--- config.mk ---
export PLATFORM = sky130hd
export DESIGN_NAME = mem_stage
export DESIGN_NICKNAME = d
export VERILOG_FILES = /design/src/rtl/core_types_pkg.sv /design/src/rtl/dl_reg_en_rst.sv /design/src/rtl/mem_load_align.sv /design/src/rtl/mem_stage.sv
export SDC_FILE = /design/constraint.sdc
export NUM_CORES = 1
export LEC_CHECK = 0
export CAP_MARGIN = 40
export CORE_MARGIN = 10
export CORE_UTILIZATION = 40
export CTS_CLUSTER_DIAMETER = 100
export CTS_CLUSTER_SIZE = 12
export DETAILED_ROUTE_END_ITERATION = 16
export PLACE_DENSITY_LB_ADDON = 0.12
export RECOVER_POWER = 50
export SLEW_MARGIN = 5
export SYNTH_ARGS = -nofsm -noshare
export SYNTH_HDL_FRONTEND = slang
export SYNTH_HIERARCHICAL = 1
export SYNTH_SLANG_ARGS = --single-unit
--- constraint.sdc ---
create_clock -name clk -period 4.6 [get_ports clk]
set_input_delay 1.38 -clock clk [delete_from_list [all_inputs] [get_ports clk]]
set_output_delay 1.38 -clock clk [all_outputs]
set_load 0.01 [all_outputs]
--- src/rtl/core_types_pkg.sv ---
// core_types_pkg: shared control packet and state types for the memory stage
package core_types_pkg;
  typedef enum logic [1:0] {MEM_B = 2'b00, MEM_H = 2'b01, MEM_W = 2'b10} mem_size_t;
  typedef struct packed {
    logic      mem_en;
    logic      we;
    mem_size_t size;
    logic      is_unsigned;
  } dmem_req_ctrl_t;
  typedef struct packed {
    logic [4:0] rd;
    logic       we;
  } rf_wb_ctrl_t;
  typedef enum logic [1:0] {IDLE, REQ, RESP} mem_state_t;
endpackage

--- src/rtl/dl_reg_en_rst.sv ---
// dl_reg_en_rst: enabled pipeline register with asynchronous active-low reset to zero
module dl_reg_en_rst #(parameter int W = 32) (
  input  logic         clk,
  input  logic         rst_n,
  input  logic         en,
  input  logic [W-1:0] d,
  output logic [W-1:0] q
);
  always_ff @(posedge clk or negedge rst_n)
    if (!rst_n) q <= '0;
    else if (en) q <= d;
endmodule

--- src/rtl/mem_load_align.sv ---
// mem_load_align: extracts a byte/half/word from a raw read word and sign/zero-extends it
module mem_load_align
  import core_types_pkg::*;
(
  input  logic [31:0] rdata,
  input  logic [1:0]  offset,
  input  mem_size_t   size,
  input  logic        is_unsigned,
  output logic [31:0] data
);
  logic [31:0] sh;
  assign sh = rdata >> {offset, 3'b000};
  assign data = size == MEM_B ? {{24{~is_unsigned & sh[7]}}, sh[7:0]} :
                size == MEM_H ? {{16{~is_unsigned & sh[15]}}, sh[15:0]} : sh;
endmodule

--- src/rtl/mem_stage.sv ---
// mem_stage: memory-access pipeline stage driving a valid/ready dmem request and valid-only response.
// MEM_MISALIGN_TRAP_EN traps misaligned H/W accesses; otherwise addresses are forced aligned.
module mem_stage
  import core_types_pkg::*;
#(parameter int N_BITS = 32) (
  input  logic                               clk,
  input  logic                               rst_n,
  input  logic [N_BITS-1:0]                  X_out_in,
  input  logic [N_BITS-1:0]                  store_data_in,
  input  logic [$bits(dmem_req_ctrl_t)-1:0]  dmem_req_ctrl_pkt_in,
  input  logic [$bits(rf_wb_ctrl_t)-1:0]     rf_wb_ctrl_pkt_in,
  output logic                               dmem_req_valid,
  input  logic                               dmem_req_ready,
  output logic [N_BITS-1:0]                  dmem_req_addr,
  output logic                               dmem_req_we,
  output logic [3:0]                         dmem_req_be,
  output logic [N_BITS-1:0]                  dmem_req_wdata,
  input  logic                               dmem_resp_valid,
  input  logic [N_BITS-1:0]                  dmem_resp_rdata,
  output logic                               M_stall,
  output logic                               M_misalign,
  output logic [$bits(rf_wb_ctrl_t)-1:0]     rf_wb_ctrl_pkt_out,
  output logic [N_BITS-1:0]                  M_out
);
  logic [N_BITS-1:0] x_q, sd_q, ld;
  logic [$bits(dmem_req_ctrl_t)-1:0] ctl_v;
  logic [$bits(rf_wb_ctrl_t)-1:0] wb_v;
  dmem_req_ctrl_t ctl_q;
  rf_wb_ctrl_t wb_q, wb_o;
  mem_state_t state, nxt;
  logic [1:0] a;
  logic act;
  dl_reg_en_rst #(.W(N_BITS)) u_x (.clk(clk), .rst_n(rst_n), .en(~M_stall), .d(X_out_in), .q(x_q));
  dl_reg_en_rst #(.W(N_BITS)) u_sd (.clk(clk), .rst_n(rst_n), .en(~M_stall), .d(store_data_in), .q(sd_q));
  dl_reg_en_rst #(.W($bits(dmem_req_ctrl_t))) u_ctl (.clk(clk), .rst_n(rst_n), .en(~M_stall), .d(dmem_req_ctrl_pkt_in), .q(ctl_v));
  dl_reg_en_rst #(.W($bits(rf_wb_ctrl_t))) u_wb (.clk(clk), .rst_n(rst_n), .en(~M_stall), .d(rf_wb_ctrl_pkt_in), .q(wb_v));
  assign ctl_q = dmem_req_ctrl_t'(ctl_v);
  assign wb_q = rf_wb_ctrl_t'(wb_v);
`ifdef MEM_MISALIGN_TRAP_EN
  logic mis;
  assign mis = ctl_q.mem_en && ((ctl_q.size == MEM_H && x_q[0]) || (ctl_q.size == MEM_W && x_q[1:0] != 2'b00));
  assign a = x_q[1:0];
  assign dmem_req_addr = x_q;
  assign M_misalign = mis && state == IDLE;
  assign act = ctl_q.mem_en && !mis;
`else
  assign a = ctl_q.size == MEM_W ? 2'b00 : ctl_q.size == MEM_H ? {x_q[1], 1'b0} : x_q[1:0];
  assign dmem_req_addr = {x_q[N_BITS-1:2], a};
  assign M_misalign = 1'b0;
  assign act = ctl_q.mem_en;
`endif
  assign dmem_req_we = ctl_q.we;
  assign dmem_req_be = ctl_q.size == MEM_B ? 4'b0001 << a :
                       ctl_q.size == MEM_H ? 4'b0011 << {a[1], 1'b0} : 4'b1111;
  assign dmem_req_wdata = ctl_q.size == MEM_B ? {4{sd_q[7:0]}} :
                          ctl_q.size == MEM_H ? {2{sd_q[15:0]}} : sd_q;
  always_ff @(posedge clk or negedge rst_n)
    if (!rst_n) state <= IDLE;
    else state <= nxt;
  // A store retires in its handshake cycle; a load always waits in RESP for its data.
  always_comb begin
    nxt = state;
    dmem_req_valid = 1'b0;
    M_stall = 1'b0;
    case (state)
      IDLE, REQ: if (state == REQ || act) begin
        dmem_req_valid = 1'b1;
        nxt = dmem_req_ready ? (ctl_q.we ? IDLE : RESP) : REQ;
        M_stall = !(dmem_req_ready && ctl_q.we);
      end
      RESP: begin
        M_stall = !dmem_resp_valid;
        nxt = dmem_resp_valid ? IDLE : RESP;
      end
      default: nxt = IDLE;
    endcase
  end
  mem_load_align u_align (.rdata(dmem_resp_rdata), .offset(a), .size(ctl_q.size), .is_unsigned(ctl_q.is_unsigned), .data(ld));
  assign M_out = state == RESP ? ld : x_q;
  always_comb begin
    wb_o = wb_q;
    wb_o.we = wb_q.we && !M_stall && !M_misalign;
  end
  assign rf_wb_ctrl_pkt_out = wb_o;
endmodule

=== Word level (Yosys, flattened, before mapping) ===
Cells that the tools add are included.

* Eq/ne operators: 5
* Shift operators: 3
* Multiplexer cells: 18
* Bitwise gates (word level): 3
* Reduce and logical (&&, ||, !) cells: 9

{| class="wikitable"
|+ Operators with widths
! operator !! number
|-
| 2-to-1 mux 32 bit || 5
|-
| right shift 32 x 5 -> 32 bit || 1
|-
| 2-to-1 mux 2 bit || 5
|-
| 2-to-1 mux 4 bit || 2
|-
| == test 2 x 1 -> 1 bit, second input constant || 2
|-
| == test 2 bit, second input constant || 2
|-
| logical NOT 2 bit || 2
|-
| 2-to-1 mux 1 bit || 4
|-
| one-hot mux 2 bit (2 select lines) || 1
|-
| left shift 1 x 2 -> 4 bit, first input constant || 1
|-
| left shift 2 x 2 -> 4 bit, first input constant || 1
|-
| logical NOT 1 bit || 3
|-
| bitwise AND 1 bit || 2
|-
| logical AND 1 bit || 2
|-
| != test 2 bit, second input constant || 1
|-
| one-hot mux 1 bit (2 select lines) || 1
|-
| OR reduction 2 bit || 1
|-
| logical OR 1 bit || 1
|-
| inverter 1 bit || 1
|}

* Register bits: 77
* Output and inout port bits: 110

=== Longest topological paths before layout ===
* Word-level depth: 8
* Depth in mapped cells: 10
* Mapped depth without buffers: 7

=== Hierarchy ===
Netlist, hierarchy kept.

{| class="wikitable"
|+ Modules (own cells, without submodules)
! module !! instances !! cells an instance !! area an instance (sq um) !! sequential area each (sq um)
|-
| dl_reg_en_rst (u_sd ...) || 2 || 68 || 1345.0 || 800.8
|-
| mem_stage || 1 || 107 || 1107.3 || 50.0
|-
| mem_load_align || 1 || 117 || 733.2 || 0.0
|-
| dl_reg_en_rst (u_wb) || 1 || 13 || 251.5 || 150.1
|-
| dl_reg_en_rst (u_ctl) || 1 || 10 || 181.4 || 125.1
|}

=== Worst setup path after synthesis ===
OpenSTA, ideal clock, no wires.

* Path kind: input port to output port
* Start: in dmem_resp_rdata[7]
* End: out M_out[19]
* Data arrival time: 2605 ps
* Setup slack: 615 ps
* Stages: 6
* Buffers on the path: 1
* Path through: or3_1 > o221a_1 > o211ai_2 > buf_6 > o21ai_1 > mux2_4

* Word-level cells in the longest chain between the ends: 5
* Elaborated cells between the ends (all ways): 6
* Classes of those cells: 1 x shift; 3 x mux; 2 x bitwise

{| class="wikitable"
|+ Ends and longest elaborated chain
! what !! line !! source
|-
| start, declared || mem_stage.sv:19 || <nowiki>input logic [N_BITS-1:0] dmem_resp_rdata,</nowiki>
|-
| right shift 32 x 5 -> 32 bit * || mem_load_align.sv:12 || <nowiki>assign sh = rdata >> {offset, 3'b000};</nowiki>
|-
| bitwise AND 1 bit || mem_load_align.sv:14 || <nowiki>size == MEM_H ? {{16{~is_unsigned & sh[15]}}, sh[15:0]} : sh;</nowiki>
|-
| 2-to-1 mux 32 bit || mem_load_align.sv:14 ||
|-
| 2-to-1 mux 32 bit * || mem_load_align.sv:13 || <nowiki>assign data = size == MEM_B ? {{24{~is_unsigned & sh[7]}}, sh[7:0]} :</nowiki>
|-
| via ld[19] || mem_stage.sv:25 || <nowiki>logic [N_BITS-1:0] x_q, sd_q, ld;</nowiki>
|-
| 2-to-1 mux 32 bit * || mem_stage.sv:79 || <nowiki>assign M_out = state == RESP ? ld : x_q;</nowiki>
|-
| end, declared || mem_stage.sv:23 || <nowiki>output logic [N_BITS-1:0] M_out</nowiki>
|}

The timed path passes the listed nets; every way through them passes the cells marked *.

=== Worst setup path after layout ===
* Start: in dmem_resp_rdata[31]
* End: out M_out[9]

* Word-level cells in the longest chain between the ends: 4

{| class="wikitable"
|+ Ends and longest elaborated chain
! what !! line
|-
| right shift 32 x 5 -> 32 bit || mem_load_align.sv:12
|-
| bitwise AND 1 bit || mem_load_align.sv:13
|-
| 2-to-1 mux 32 bit || mem_load_align.sv:13
|-
| via ld[9] || mem_stage.sv:25
|-
| 2-to-1 mux 32 bit || mem_stage.sv:79
|}

The timed path passes the listed nets, and every way through them passes these cells.

==> impl_metrics.env <==
export IMPL_grt_max_degree=59
export IMPL_antenna_found_initial=2
export IMPL_synth_nets=494
export IMPL_path_max_fanout=2
export IMPL_hold_buffers=0
export IMPL_dr_total_vias=3849
export IMPL_firstDrtPassIters=4
export IMPL_fin_skew_ns=0.00538
export IMPL_area_delta_synth_final_pct=50.5
export IMPL_rsz0062_at_grt="false"
export IMPL_synthArstFlopShare_pct=100
export IMPL_die_x_um=131
export IMPL_track_usage_pct=18.0
export IMPL_critPathKind="in -> out"
export IMPL_ys_flop_type="dfrtp_1"
export IMPL_cts_tree="yes"
export IMPL_drc=0
export IMPL_fmax_mhz=223
export IMPL_ys_types=37
export IMPL_cp_start_kind="input port"
export IMPL_synth_top_cell_by_area="dfrtp_1"
export IMPL_met1_usage_pct=21.3
export IMPL_yosysSeqAreaShare_pct=38.8
export IMPL_use_met2_pct=29.9
export IMPL_violations="max-capacitance violations, max-slew violations"
export IMPL_slew_viol_final=28
export IMPL_yosysMostFrequentCell="mux2_4"
export IMPL_core_area_um2=12100
export IMPL_fp_dieH_um=131
export IMPL_h_tree_depth=3
export IMPL_io_pins=221
export IMPL_cp_end_kind="output pin"
export IMPL_layout_setup_ws_ns=0.114
export IMPL_cts_inserted_buffers=9
export IMPL_fin_crit_sh_pct=97.5
export IMPL_setup_viol=0
export IMPL_ant_nets=0
export IMPL_synth_compound_area_share_pct=7.44
export IMPL_critical_path_arrival_ns=3.11
export IMPL_synthSimpleGateAreaFrac_pct=6.18
export IMPL_final_nets=723
export IMPL_grt_pass1_wl_um=25000
export IMPL_max_stage_delay_ns=0.48
export IMPL_gp_congestion=0.752
export IMPL_clkLatencyLatePin_ns=0.34
export IMPL_clkTransAtPathRegs_ns=0.06
export IMPL_status="finished with violations"
export IMPL_cp_top_family="multiplexers"
export IMPL_start_util_pct=41.2
export IMPL_yosys_area_share_xor_xnor_pct=0.176
export IMPL_synth_edf_count=0
export IMPL_numPortBuffers=219
export IMPL_yosys_mux_area_fraction_pct=40.8
export IMPL_synth_top_family_by_area="multiplexers"
export IMPL_placed_area_um2=7290
export IMPL_dp_final_hpwl_um=12200
export IMPL_grt_busiest_layer="met2"
export IMPL_ir_worst_vdd_mv=0.424
export IMPL_cts_root_buffer="clkbuf_16"
export IMPL_final_area_um2=7470
export IMPL_synth_fa_ha_area_share_pct=0
export IMPL_tns_ns=0
export IMPL_hold_violations=0
export IMPL_wirelength_um=15700
export IMPL_drive_above_1_share_pct=29.3
export IMPL_grt_overflow_total=0
export IMPL_crit_chain="dlygate4sd2_1 -> mux4_2 -> nor2b_4 -> nand2_2 -> buf_4 -> o21ai_0 -> mux2_4 -> clkdlybuf4s15_1"
export IMPL_synth_cells=383
export IMPL_synth_top_cell_area_share_pct=38.8
export IMPL_relSlewSlack_pct=-14.2
export IMPL_rows=40
export IMPL_routed_via_density=4.90
export IMPL_dieArea_um2=17300
export IMPL_critPathRequiredTime_ns=3.22
export IMPL_grt_pass1_vias=4337
export IMPL_synthesis_area_um2=4960
export IMPL_hold_class="reg -> reg"
export IMPL_dp_slack_ns=-0.474
export IMPL_cap_violations=1
export IMPL_path_buf_inv=3
export IMPL_detail_route_iter0_violations=164
export IMPL_ys_seq_elements=77
export IMPL_wl_per_cell_um=20.0
export IMPL_grt_use_met3_pct=6.17
export IMPL_fin_crit_ns=4.49
export IMPL_synth_top_cells_by_count="mux2_4 (96), dfrtp_1 (77), mux2_2 (29)"
export IMPL_cts_buffer_depth=2
export IMPL_cellLeakagePower_nw=3.37
export IMPL_worst_pin_slew_ns=1.71
export IMPL_yosys_warnings=6
export IMPL_cts_sinks=77
export IMPL_yosys_top_cells_area="dfrtp_1 (39%), mux2_4 (29%), mux2_2 (6.6%)"
export IMPL_slowest_stage="mux4_2"
export IMPL_synth_avg_cell_area_um2=13.0
export IMPL_powerDensity_nw_per_um2=843
[kinds of logic (layout without fill, tap and decap cells)]
| logic type | Yosys count | count (layout) |
|---|---|---|
| AND/OR/NAND/NOR | 62 | 62 |
| XOR/XNOR | 1 | 1 |
| AO/OA/AOI/OAI | 61 | 61 |
| multiplexers | 149 | 149 |
| buffers and inverters | 32 | 266 |
| flip-flops | 77 | 77 |
| other | 1 | 2 |
[report_power, final]
group	internal [W]	total [W]	switching [W]
clock	0.000450	0.000726	0.000275
sequential	0.00103	0.00132	0.000284
combinational	0.00244	0.00426	0.00181
[path summary, 6_finish.rpt]
check / start / end / slack [ns] / depth (start not counted)
max in group asynchronous: rst_n / u_x/q[24] / 1.47 / 2
min in group asynchronous: rst_n / u_x/q[20] / 1.37 / 1
max: dmem_resp_rdata[31] / M_out[9] / 0.11 / 8
max reg2reg: state[1] / u_x/q[29] / 1.79 / 5
min reg2reg: u_sd/q[29] / u_sd/q[29] / 0.50 / 1
min: u_sd/q[29] / u_sd/q[29] / 0.50 / 1
[stage by stage]
step	util, %	power [W]	hold slack, ns	std cells
2_1_floorplan	-	0.00413	0.476	383
5_1_grt	61.9	0.00671	0.526	785
3_3_place_gp	60.4	0.00584	0.490	765
4_1_cts	62.8	0.00661	0.509	785
6_report	61.9	0.00630	0.504	786
3_5_place_dp	60.4	0.00589	0.492	765
[sequential cells by signal (all words and copies together) (netlist names)]
signal	count
state	2
u_x/q	32
u_wb/q	6
u_sd/q	32
u_ctl/q	5
[per-layer routing]
layer / up-vias / share of wire (%)
met5: - / 0.089
met1: 1843 / 42
met3: 18 / 7.3
li1: 1832 / -
met4: 2 / 1.5
met2: 154 / 49
[layout make-up]
class	count	area (um^2)
Sequential cell	77	1930
Clock inverter	3	43.8
Tap cell	168	210
Inverter	4	15.0
Clock buffer	13	260
Multi-Input combinational cell	274	2680
Timing Repair Buffer	246	2330
Antenna cell	1	2.50
Fill cell	1056	4590
[timing repair]
item                       4_1_cts  5_1_grt
resized for setup              111        0
setup endpoints to repair       25        0
setup buffers                    3        0
[cell usage in the layout (no fill, tap or decap), types with 2 or more instances in the layout]
master	count
mux2_1	18
nor2_1	13
nand2_1	26
dfrtp_1	77
nor2b_1	10
nand2b_1	3
buf_4	19
dlygate4sd2_1	5
mux2i_1	23
buf_6	3
a21oi_1	19
buf_12	3
buf_2	21
clkbuf_1	5
clkbuf_16	9
o21bai_1	2
a21o_1	3
o21ai_1	6
inv_1	4
a211oi_1	9
dlygate4sd3_1	32
mux2_4	78
clkdlybuf4s50_1	157
mux2_2	29
clkbuf_8	2
o21ai_0	15
No activity file was read; power rests on OpenSTA's default activity.
